File: src/rtl/pwm_capture_if.sv
// Signal bundle for pwm_capture: PWM input plus recovered duty/period and status.
interface pwm_capture_if #(
  parameter int unsigned N     = 8,
  parameter int unsigned CNT_W = 16
);
  logic             pwm_in;
  logic [N-1:0]     duty;
  logic [CNT_W-1:0] period;
  logic             valid;
  logic             busy;
  logic             overrun;
  logic             stuck;

  modport master (
    output pwm_in,
    input  duty, period, valid, busy, overrun, stuck
  );

  modport slave (
    input  pwm_in,
    output duty, period, valid, busy, overrun, stuck
  );
endinterface

File: src/rtl/pwm_capture.sv
// PWM receiver: measures period/high time between rising edges and normalises high/period to N bits.
// Optional 2-sample deglitch filter after the synchroniser: define PWM_CAPTURE_DEGLITCH_EN.
module pwm_capture #(
  parameter int unsigned N     = 8,
  parameter int unsigned CNT_W = 16
) (
  input logic          clk,
  input logic          reset,
  pwm_capture_if.slave bus
);

  localparam logic [CNT_W-1:0] CntMax  = '1;
  localparam int unsigned      DivCntW = (N > 1) ? $clog2(N) : 1;

  typedef enum logic [1:0] {StIdle, StMeas, StDiv} state_e;

  state_e state_q, state_d;

  logic               sync1_q, sync2_q, s_d1_q, s, rise;
  logic [CNT_W-1:0]   cnt_p_q, cnt_p_d, cnt_h_q, cnt_h_d;
  logic               stuck_evt;
  logic               busy, capture, drop, div_step, div_last, div_done;
  logic [CNT_W-1:0]   period_cap_q, rem_q, rem_d;
  logic [N-1:0]       quo_q, quo_d;
  logic [DivCntW-1:0] div_cnt_q;
  logic               q_bit;
  logic [N-1:0]       duty_q;
  logic [CNT_W-1:0]   period_q;
  logic               valid_q, overrun_q, stuck_q;

  // Input synchroniser
  always_ff @(posedge clk) begin
    if (reset) begin
      sync1_q <= 1'b0;
      sync2_q <= 1'b0;
      s_d1_q  <= 1'b0;
    end else begin
      sync1_q <= bus.pwm_in;
      sync2_q <= sync1_q;
      s_d1_q  <= s;
    end
  end

`ifdef PWM_CAPTURE_DEGLITCH_EN
  logic sync3_q, filt_q;

  // Level only follows after two equal consecutive synced samples.
  always_ff @(posedge clk) begin
    if (reset) begin
      sync3_q <= 1'b0;
      filt_q  <= 1'b0;
    end else begin
      sync3_q <= sync2_q;
      if (sync2_q == sync3_q) filt_q <= sync2_q;
    end
  end

  assign s = filt_q;
`else
  assign s = sync2_q;
`endif

  assign rise      = s & ~s_d1_q;
  assign stuck_evt = ~rise & (cnt_p_q == (CntMax - CNT_W'(1)));

  // Period/high counters, both saturating
  always_comb begin
    cnt_p_d = cnt_p_q;
    cnt_h_d = cnt_h_q;
    if (rise) begin
      cnt_p_d = CNT_W'(1);
      cnt_h_d = CNT_W'(1);
    end else begin
      if (cnt_p_q != CntMax)        cnt_p_d = cnt_p_q + CNT_W'(1);
      if (s && (cnt_h_q != CntMax)) cnt_h_d = cnt_h_q + CNT_W'(1);
    end
  end

  always_ff @(posedge clk) begin
    if (reset) begin
      cnt_p_q <= '0;
      cnt_h_q <= '0;
    end else begin
      cnt_p_q <= cnt_p_d;
      cnt_h_q <= cnt_h_d;
    end
  end

  // FSM: state register
  always_ff @(posedge clk) begin
    if (reset) state_q <= StIdle;
    else       state_q <= state_d;
  end

  // FSM: next state
  always_comb begin
    state_d = state_q;
    unique case (state_q)
      StIdle:  if (rise) state_d = StMeas;
      StMeas:  if (rise) state_d = StDiv;
      StDiv:   if (div_last) state_d = StMeas;
      default: state_d = StIdle;
    endcase
    if (stuck_evt) state_d = StIdle;
  end

  // FSM: outputs
  always_comb begin
    busy     = (state_q == StDiv);
    capture  = rise & (state_q == StMeas);
    drop     = rise & (state_q == StDiv);
    div_step = (state_q == StDiv);
    div_done = div_step & div_last & ~stuck_evt;
  end

  assign div_last = (div_cnt_q == DivCntW'(N - 1));

  // Restoring divide of {high, N'b0} by period; high < period so the remainder starts at high.
  assign q_bit = ({rem_q, 1'b0} >= {1'b0, period_cap_q});
  assign rem_d = CNT_W'(q_bit ? ({rem_q, 1'b0} - {1'b0, period_cap_q}) : {rem_q, 1'b0});
  assign quo_d = N'({quo_q, q_bit});

  always_ff @(posedge clk) begin
    if (reset) begin
      period_cap_q <= '0;
      rem_q        <= '0;
      quo_q        <= '0;
      div_cnt_q    <= '0;
    end else if (capture) begin
      period_cap_q <= cnt_p_q;
      rem_q        <= cnt_h_q;
      quo_q        <= '0;
      div_cnt_q    <= '0;
    end else if (div_step) begin
      rem_q     <= rem_d;
      quo_q     <= quo_d;
      div_cnt_q <= div_cnt_q + DivCntW'(1);
    end
  end

  // Result/status registers; a stuck event overrides a completing divide.
  always_ff @(posedge clk) begin
    if (reset) begin
      duty_q    <= '0;
      period_q  <= '0;
      valid_q   <= 1'b0;
      overrun_q <= 1'b0;
      stuck_q   <= 1'b0;
    end else begin
      valid_q   <= 1'b0;
      overrun_q <= drop;
      if (stuck_evt) begin
        stuck_q  <= 1'b1;
        valid_q  <= 1'b1;
        period_q <= CntMax;
        duty_q   <= s ? '1 : '0;
      end else if (div_done) begin
        valid_q  <= 1'b1;
        period_q <= period_cap_q;
        duty_q   <= quo_d;
      end
      if (rise) stuck_q <= 1'b0;
    end
  end

  assign bus.duty    = duty_q;
  assign bus.period  = period_q;
  assign bus.valid   = valid_q;
  assign bus.busy    = busy;
  assign bus.overrun = overrun_q;
  assign bus.stuck   = stuck_q;

endmodule

File: src/flat_wrapper.sv
// flat-port wrapper written by rule: the top's interface ports become plain ports
module pwm_capture_flat 
#(
  parameter int unsigned N     = 8,
  parameter int unsigned CNT_W = 16
)
  (clk, reset, bus_pwm_in, bus_duty, bus_period, bus_valid, bus_busy, bus_overrun, bus_stuck);
  pwm_capture_if #(.N(N), .CNT_W(CNT_W)) bus_i ();
  input logic clk;
  input logic reset;
  input wire logic [$bits(bus_i.pwm_in)-1:0] bus_pwm_in;
  output wire logic [$bits(bus_i.duty)-1:0] bus_duty;
  output wire logic [$bits(bus_i.period)-1:0] bus_period;
  output wire logic [$bits(bus_i.valid)-1:0] bus_valid;
  output wire logic [$bits(bus_i.busy)-1:0] bus_busy;
  output wire logic [$bits(bus_i.overrun)-1:0] bus_overrun;
  output wire logic [$bits(bus_i.stuck)-1:0] bus_stuck;
  assign bus_i.pwm_in = bus_pwm_in;
  assign bus_duty = bus_i.duty;
  assign bus_period = bus_i.period;
  assign bus_valid = bus_i.valid;
  assign bus_busy = bus_i.busy;
  assign bus_overrun = bus_i.overrun;
  assign bus_stuck = bus_i.stuck;
  pwm_capture #(.N(N), .CNT_W(CNT_W)) u_core (.clk(clk), .reset(reset), .bus(bus_i));
endmodule
File: config.mk
export PLATFORM = sky130hd
export DESIGN_NAME = pwm_capture_flat
export DESIGN_NICKNAME = d
export VERILOG_FILES = /design/src/rtl/pwm_capture_if.sv /design/src/rtl/pwm_capture.sv /design/src/flat_wrapper.sv
export SDC_FILE = /design/constraint.sdc
export NUM_CORES = 1
export LEC_CHECK = 0
export CAP_MARGIN = 0
export CORE_UTILIZATION = 48
export CTS_BUF_LIST = sky130_fd_sc_hd__clkbuf_16
export DETAILED_ROUTE_END_ITERATION = 7
export HOLD_SLACK_MARGIN = 0.12
export PLACE_DENSITY = 0.8
export SYNTH_ARGS = -nofsm -noshare
export SYNTH_HDL_FRONTEND = slang
export SYNTH_SLANG_ARGS = --single-unit
File: constraint.sdc
create_clock -name clk -period 2.51 [get_ports clk]
set_clock_uncertainty 0.05 [all_clocks]
set_input_delay 0.753 -clock clk [delete_from_list [all_inputs] [get_ports clk]]
set_output_delay 0.753 -clock clk [all_outputs]
set_load 0.01 [all_outputs]
After elaboration in Yosys (flattened, before gate mapping):

Cells that the tools add are included.

* add/sub/neg operators: 4
* magnitude comparators: 1
* eq/ne operators: 9
* muxes and demuxes: 18
* bitwise operators: 9
* reduce and logical (&&, ||, !) cells: 10

Operators by type and width (count)
* 16-bit two-way mux: 5
* 16-bit by 1-bit adder with 16-bit output (second input constant): 2
* 16-bit inequality test (second input constant): 2
* 8-bit two-way mux: 3
* 17-bit by 16-bit >= comparator with 1-bit output: 1
* 16-bit equality test (second input constant): 1
* 16-bit subtractor: 1
* 2-bit nonzero test: 4
* 1-bit AND: 6
* 1-bit two-way mux: 6
* 2-bit two-way mux: 3
* 2-bit by 1-bit inequality test with 1-bit output (second input constant): 3
* 2-bit case mux with 3 select lines: 1
* 2-bit OR reduction: 3
* 3-bit by 1-bit adder with 3-bit output (second input constant): 1
* 3-bit equality test (second input constant): 1
* 1-bit inverter: 3
* 3-bit AND reduction: 1
* 2-bit by 1-bit equality test with 1-bit output (second input constant): 1
* 2-bit equality test (second input constant): 1
* 2-bit zero test: 1
* 1-bit logical AND: 1

* flip-flop bits (word level): 106
* bits of input ports: 3
* output and inout bits: 28
* word-level logic and storage cells: 68

Depth between registers and ports, before layout:

Gate-level depths: netlist of run 1.

* depth after elaboration: 8
* gate-level depth with buffers: 10
* gate-level depth less buffers: 9

Worst setup path after synthesis of run 1:

Ideal clock, no wire load.

* kind: flip-flop to flip-flop
* start point: register u_core.period_cap_q[10]
* end point: register u_core.rem_q[4]
* setup time: 0.116 ns
* arrival: 2.213 ns
* data required time: 2.344 ns
* path slack: 0.132 ns
* cell stages (with the launch flop): 10
* buffers on the path: 1
* period minus slack after synthesis: 2.378 ns
* cells stage by stage: dfxtp_1 -> inv_1 -> ha_1 -> buf_6 -> a21o_4 -> a21oi_2 -> a21oi_2 -> a2111o_1 -> or3_1 -> a31o_1

* word-level cells in the longest chain between the ends: 4

Ends and longest elaborated chain
* start: declaration: RTL line pwm_capture.sv:23 `logic [CNT_W-1:0] period_cap_q, rem_q, rem_d;`
* start signal: assignment: RTL line pwm_capture.sv:130 `period_cap_q <= cnt_p_q;`
* 17-bit by 16-bit >= comparator with 1-bit output: RTL line pwm_capture.sv:119 `assign q_bit = ({rem_q, 1'b0} >= {1'b0, period_cap_q});`
* 16-bit two-way mux: RTL line pwm_capture.sv:120 `assign rem_d = CNT_W'(q_bit ? ({rem_q, 1'b0} - {1'b0, period_cap_q}) : {rem_q, 1'b0});`
* 16-bit two-way mux: RTL line pwm_capture.sv:134 `end else if (div_step) begin`
* 16-bit two-way mux: RTL line pwm_capture.sv:129 `end else if (capture) begin`
* end signal: assignment: RTL line pwm_capture.sv:131 `rem_q <= cnt_h_q;`
* end signal: assignment: RTL line pwm_capture.sv:135 `rem_q <= rem_d;`
* end: declaration: RTL line pwm_capture.sv:23

Every way passes these cells. The select of a mux whose other input is x is not followed.
A chain may end at the register's enable or synchronous reset.

Worst setup path after layout of run 1:

* start point: register u_core.period_cap_q[10]
* end point: register u_core.rem_q[15]

* word-level cells in the longest chain between the ends: 4
* elaborated cells between the ends (all ways): 5
* classes of those cells: add/sub: 1; order compare: 1; mux: 3

Ends and longest elaborated chain (RTL line)
* 16-bit subtractor or 17-bit by 16-bit >= comparator with 1-bit output (tied branches): pwm_capture.sv:120, pwm_capture.sv:119
* 16-bit two-way mux *: pwm_capture.sv:120
* 16-bit two-way mux *: pwm_capture.sv:134
* 16-bit two-way mux *: pwm_capture.sv:129

Every way passes the cells marked *; elsewhere a longest branch is shown, timed or not. The select of a mux whose other input is x is not followed.

==> flow_summary.ini, run 1 <==
[outcome]
status = finished, final reports clean

[worst_setup_path]
critPathArrivalTime_ns = 2.56
critPathCaptureType = flop
worstPathMaxFanout = 6
cp-start-kind = flop
crit_type = reg -> reg
required_ns = 2.70

[place]
dpl-instance-area_um2 = 6070
gp_congestion = 0.947
port_buffers = 30
dp_hpwl_mm = 10.8

[final_layout]
final_cell_mix = 121 x nand2_1, 105 x dfxtp_1, 54 x a21oi_1, 52 x nor2_1, 39 x buf_4
multiInputGateArea_um2 = 3100
layout-drive-gt1-share_pct = 9.82
area_growth_pct = 15.6
fin_nets = 753
diodes = 0
design_area_um2 = 6350
fill_cells = 972
layout_commonest_cell = nand2_1
area.sequential_um2 = 2120

[synth]
yosys-top-cells-area = dfxtp_1 39%, nand2_1 8.3%, a21oi_1 4.9%
synth-seq-cells = 106
synth_flop_cell = dfxtp_1
synthCells = 692
synth_area_leader_cell = dfxtp_1
seq_area_frac_synth_pct = 38.6
yosysUniqueCellTypes = 62
syn_nets = 717
synth_edf_count = 0
yosys.area.top_type_share_pct = 38.6
async_flop_share_pct = 0
synth_area_um2 = 5500
yosysWarnings = 0
syn_avg_cell_area_um2 = 7.94

[sta]
hold_slack_ns = 0.398
setup-tns-final_ns = 0
period_needed_ns = 2.37
setup_viol = 0
finalMaxSlewViolations = 0
timing.final.crit_share_pct = 94.3
grt_setup_unrepaired = false
clock.fmax_mhz = 422
relSlewSlack_pct = 52.4
hold_viol = 0
worst_pin_slew_ns = 0.715

[power]
p_leak_nw = 2.27
peakVddDrop_uv = 426
p_per_area_nw_per_um2 = 489

[floorplanning]
die_x_um = 109
coreArea_um2 = 11000
start_util_pct = 50.0
die_y_um = 109
rows = 38
die-area_um2 = 11900
ioPinCount = 31

[global_routing]
antenna_found_initial = 0
grt_use_total_pct = 25.9
grt_max_degree = 36
first_global_vias = 4669
grt_pass1_wl_mm = 23.6
overflow = 0

[detailed_routing]
totalWireLength_mm = 14.8
drt_pass1_iterations = 5
ant_nets = 0
drc = 0
routed-via-count = 5204
wl_per_cell_um = 17.0
viasPerCell = 5.96
drt_iter0_drc = 426

[cts]
clkLatencyLatePin_ns = 0.35
hold_buffers = 0
htree_levels = 3
clkSinkCount = 106
numCtsBuffers = 9
clockBufferDepth = 2
clk_pin_slew_ns = 0.07
cts-root-buf = clkbuf_16
tritoncts = built

[flow_run]
max-cap-violations = 0

[hold_path]
hold_class = reg -> reg
-- cell usage after synthesis, types with 16 or more instances --
| cell | n |
|---|---|
| xnor2_1 | 21 |
| nand2_1 | 121 |
| o21ai_0 | 16 |
| a31oi_1 | 33 |
| nor2_1 | 53 |
| dfxtp_1 | 106 |
| a21oi_1 | 54 |
| nand3_1 | 34 |
| clkbuf_1 | 31 |
| ha_1 | 21 |
| inv_1 | 25 |
| and3_1 | 17 |
-- final timing paths --
path / startpoint / cells past startpoint / end / slack [ns]
worst max-delay path: u_core.period_cap_q[10] / 9 / u_core.rem_q[15] / 0.14
worst min-delay path: u_core.bus.stuck / 2 / u_core.bus.stuck / 0.40
worst max register to register: u_core.period_cap_q[10] / 9 / u_core.rem_q[15] / 0.14
worst min register to register: u_core.bus.stuck / 2 / u_core.bus.stuck / 0.40
-- metrics by stage --
stage,std cells,total power [mW],setup slack [ns],utilization [%]
after floorplan,692,1.80,0.132,-
after detailed placement,857,1.83,0.130,55.3
after CTS,873,3.11,0.104,57.7
after global placement,857,1.83,0.146,55.3
final,873,3.10,0.142,57.8
after global routing,873,3.20,0.0105,57.8
-- layer usage --
layer | share of wire (%) | vias to the layer above | global-route usage, %
met4 | 3.0 | 0 | 11.6
met5 | 0 | - | 0
li1 | - | 2514 | -
met3 | 6.7 | 31 | 4.72
met1 | 45 | 2472 | 35.9
met2 | 45 | 187 | 38.9
-- cell type report --
| class | instances | area share [%] |
|---|---|---|
| multi-input cells | 516 | 48.7 |
| inverters | 26 | 1.54 |
| flip-flops and latches | 106 | 33.4 |
| repair buffers | 69 | 9.26 |
| clock buffers | 9 | 3.55 |
| well taps | 140 | 2.76 |
| clock inverters | 7 | 0.729 |
-- sequential cells by signal, indices dropped and copies added, names as in the netlist --
signal,flops
u_core.bus.period,16
u_core.cnt_h_q,16
u_core.cnt_p_q,16
u_core.period_cap_q,16
u_core.rem_q,16
u_core.bus.duty,8
u_core.quo_q,7
u_core.div_cnt_q,3
u_core.state_q,2
u_core.bus.overrun,1
u_core.bus.stuck,1
u_core.bus.valid,1
u_core.s,1
u_core.s_d1_q,1
u_core.sync1_q,1
-- worst max-delay path, stage by stage (launching register included) --
cell and delay [ns]:
dfxtp_1 0.33, inv_1 0.05, ha_1 0.33, buf_4 0.18
a21oi_1 0.23, o21ai_0 0.12, and4_1 0.22, or4_1 0.53
o2111ai_1 0.13, nand2_1 0.07
-- power breakdown --
part	total [mW]	leakage, nW	switching (mW)	internal (mW)
Sequential	1.70	0.855	0.0113	1.69
Combinational	0.0956	1.29	0.0630	0.0326
Clock	1.31	0.129	0.637	0.669
Total	3.10	2.27	0.711	2.39
-- logic make-up (layout without fill, tap and decap cells) --
kind of cell             Yosys count  after routing  synth area share [%]
AO/OA/AOI/OAI                    156            156                  18.3
XOR/XNOR                          35             35                  5.58
adder cells (fa/ha/maj)           22             22                  5.15
buffers and inverters             70            111                  5.30
flip-flops                       106            106                  38.6
multiplexers                       5              5                 0.911
AND/OR/NAND/NOR                  298            298                  26.1
-- what timing repair did --
item / CTS / global route
endpoints found under the setup margin: 0 / 13
gates resized for setup: 0 / 4
setup buffers: 0 / 0
Note: power is estimated with default switching activity, not from simulation.
==> inputs of run 2 (changes only) <==
Settings changed: SETUP_SLACK_MARGIN set to 0.15.
==> run 2 against run 1 <==
Compared with the run above: utilization rose by 4.2 points; clock power rose by 4%; cell count rose by 2.6%; combinational power rose by 11%; cell area rose by 7.2%; critical endpoint is now u_core.rem_q[12]; sequential share of layout area fell by 1.9 points; largest power group unchanged; flip-flop and latch count did not move.
==> flow_summary.ini, run 2 (synthesis gave the netlist of run 1 again) <==
[outcome]
status = finished, final reports clean

[detailed_routing]
drc = 0
routed-via-count = 5436
wl_per_cell_um = 17.7
drt_iter0_drc = 499
totalWireLength_mm = 15.8
ant_nets = 0
viasPerCell = 6.07
drt_pass1_iterations = 7

[cts]
clkSinkCount = 106
tritoncts = built
hold_buffers = 0
cts-root-buf = clkbuf_16
clkLatencyLatePin_ns = 0.35
numCtsBuffers = 9
clockBufferDepth = 2
htree_levels = 3
clk_pin_slew_ns = 0.07

[floorplanning]
die-area_um2 = 11900
ioPinCount = 31
coreArea_um2 = 11000
die_y_um = 109
start_util_pct = 50.0
rows = 38
die_x_um = 109

[sta]
timing.final.crit_share_pct = 93.3
layout_setup_ws_ns = 0.167
setup_viol = 0
period_needed_ns = 2.34
clock.fmax_mhz = 427
hold_slack_ns = 0.394
setup-tns-final_ns = 0
relSlewSlack_pct = 55.4
hold_viol = 0
finalMaxSlewViolations = 0
worst_pin_slew_ns = 0.660
grt_setup_unrepaired = false

[final_layout]
final_cell_mix = 120 x nand2_1, 86 x dfxtp_1, 60 x buf_4, 52 x nor2_1, 49 x a21oi_1
final_core_util_pct = 62.0
diodes = 0
area_growth_pct = 23.9
fill_cells = 879
fin_nets = 776
layout_commonest_cell = nand2_1
multiInputGateArea_um2 = 3340
layout-drive-gt1-share_pct = 19.4
area.sequential_um2 = 2150

[power]
peakVddDrop_uv = 401
p_per_area_nw_per_um2 = 465
finalPower_mw = 3.16
p_leak_nw = 2.44

[hold_path]
whs_endpoint = u_core.bus.stuck
holdPathStages = 2
hold_class = reg -> reg
hold_start = u_core.bus.stuck

[place]
port_buffers = 30
place_ws_ns = -0.101
gp_congestion = 0.962
dp_hpwl_mm = 11.1

[worst_setup_path]
critPathCaptureType = flop
reg2reg_depth = 10
cp-start-kind = flop
required_ns = 2.69
worstPathMaxFanout = 6
crit_chain = inv_1 -> ha_1 -> and3_4 -> nand4bb_1 -> a21oi_2 -> a2111o_1 -> buf_6 -> buf_4 -> o22ai_4 -> o221ai_2
path_buf_inv = 3
cpMaxStageDelayCell = a2111o_1
cp_top_family = compound AO/OA/AOI/OAI gates
critPathArrivalTime_ns = 2.52
max_stage_delay_ns = 0.45
reg2reg_to = u_core.rem_q[12]
regToRegSetupSlack_ns = 0.17
crit_type = reg -> reg
r2r_start = u_core.period_cap_q[4]

[global_routing]
first_global_vias = 4980
antenna_found_initial = 0
grt_max_degree = 33
overflow = 0
grt_pass1_wl_mm = 24.8
grt_use_total_pct = 26.9

[flow_run]
max-cap-violations = 0
[run 2: cell types whose count changed in the layout (fill, tap and decap cells not counted), moves of 3 or more]
cell / delta
a21oi_1: -5
a21oi_2: +4
buf_4: +21
dfxtp_1: -19
dfxtp_2: +19
ha_1: -13
ha_2: +3
ha_4: +10
[run 2: worst max path at each step]
| stage | start | end | cells past startpoint |
|---|---|---|---|
| 2_1_floorplan | u_core.period_cap_q[10] | u_core.rem_q[4] | 9 |
| 3_3_place_gp | u_core.period_cap_q[10] | u_core.rem_q[5] | 8 |
| 3_5_place_dp | u_core.period_cap_q[10] | u_core.rem_q[8] | 8 |
| 4_1_cts | u_core.period_cap_q[5] | u_core.rem_q[14] | 9 |
| 5_1_grt | u_core.period_cap_q[4] | u_core.rem_q[12] | 10 |
| 6_report | u_core.period_cap_q[4] | u_core.rem_q[12] | 10 |
[run 2: cell type report]
cell class	count	area share [%]
clock inverters	7	0.901
multi-input cells	516	49.1
flip-flops and latches	106	31.5
well taps	140	2.57
repair buffers	92	11.2
inverters	26	1.43
clock buffers	9	3.31
[run 2: what timing repair did]
item | 4_1_cts | 5_1_grt
setup endpoints to repair | 14 | 16
cloned | 0 | 1
setup buffers | 0 | 7
resized for setup | 8 | 59
pin swaps | 1 | 15
[run 2: report_power, final]
part / internal (mW) / leakage (nW) / switching (mW)
Combinational: 0.0380 / 1.44 / 0.0680
Sequential: 1.69 / 0.865 / 0.0109
Clock: 0.692 / 0.140 / 0.664
[run 2: metrics by stage]
stage | cells | area [µm²]
after floorplan | 692 | 5500
after global placement | 872 | 6180
after detailed placement | 872 | 6180
after CTS | 888 | 6510
after global routing | 896 | 6810
final | 896 | 6810
[run 2: worst reg2reg max path, stage by stage (launching register included)]
cell and delay (ns):
dfxtp_2 0.33, inv_1 0.06, ha_1 0.31, and3_4 0.20
nand4bb_1 0.11, a21oi_2 0.08, a2111o_1 0.45, buf_6 0.16
buf_4 0.15, o22ai_4 0.20, o221ai_2 0.13
[run 2: metal layers]
| layer | share of wire, % | track usage (%) |
|---|---|---|
| met1 | 43 | 37.2 |
| met2 | 46 | 41.0 |
| met3 | 8.1 | 6.69 |
| met4 | 2.2 | 8.49 |
| met5 | 0 | 0 |
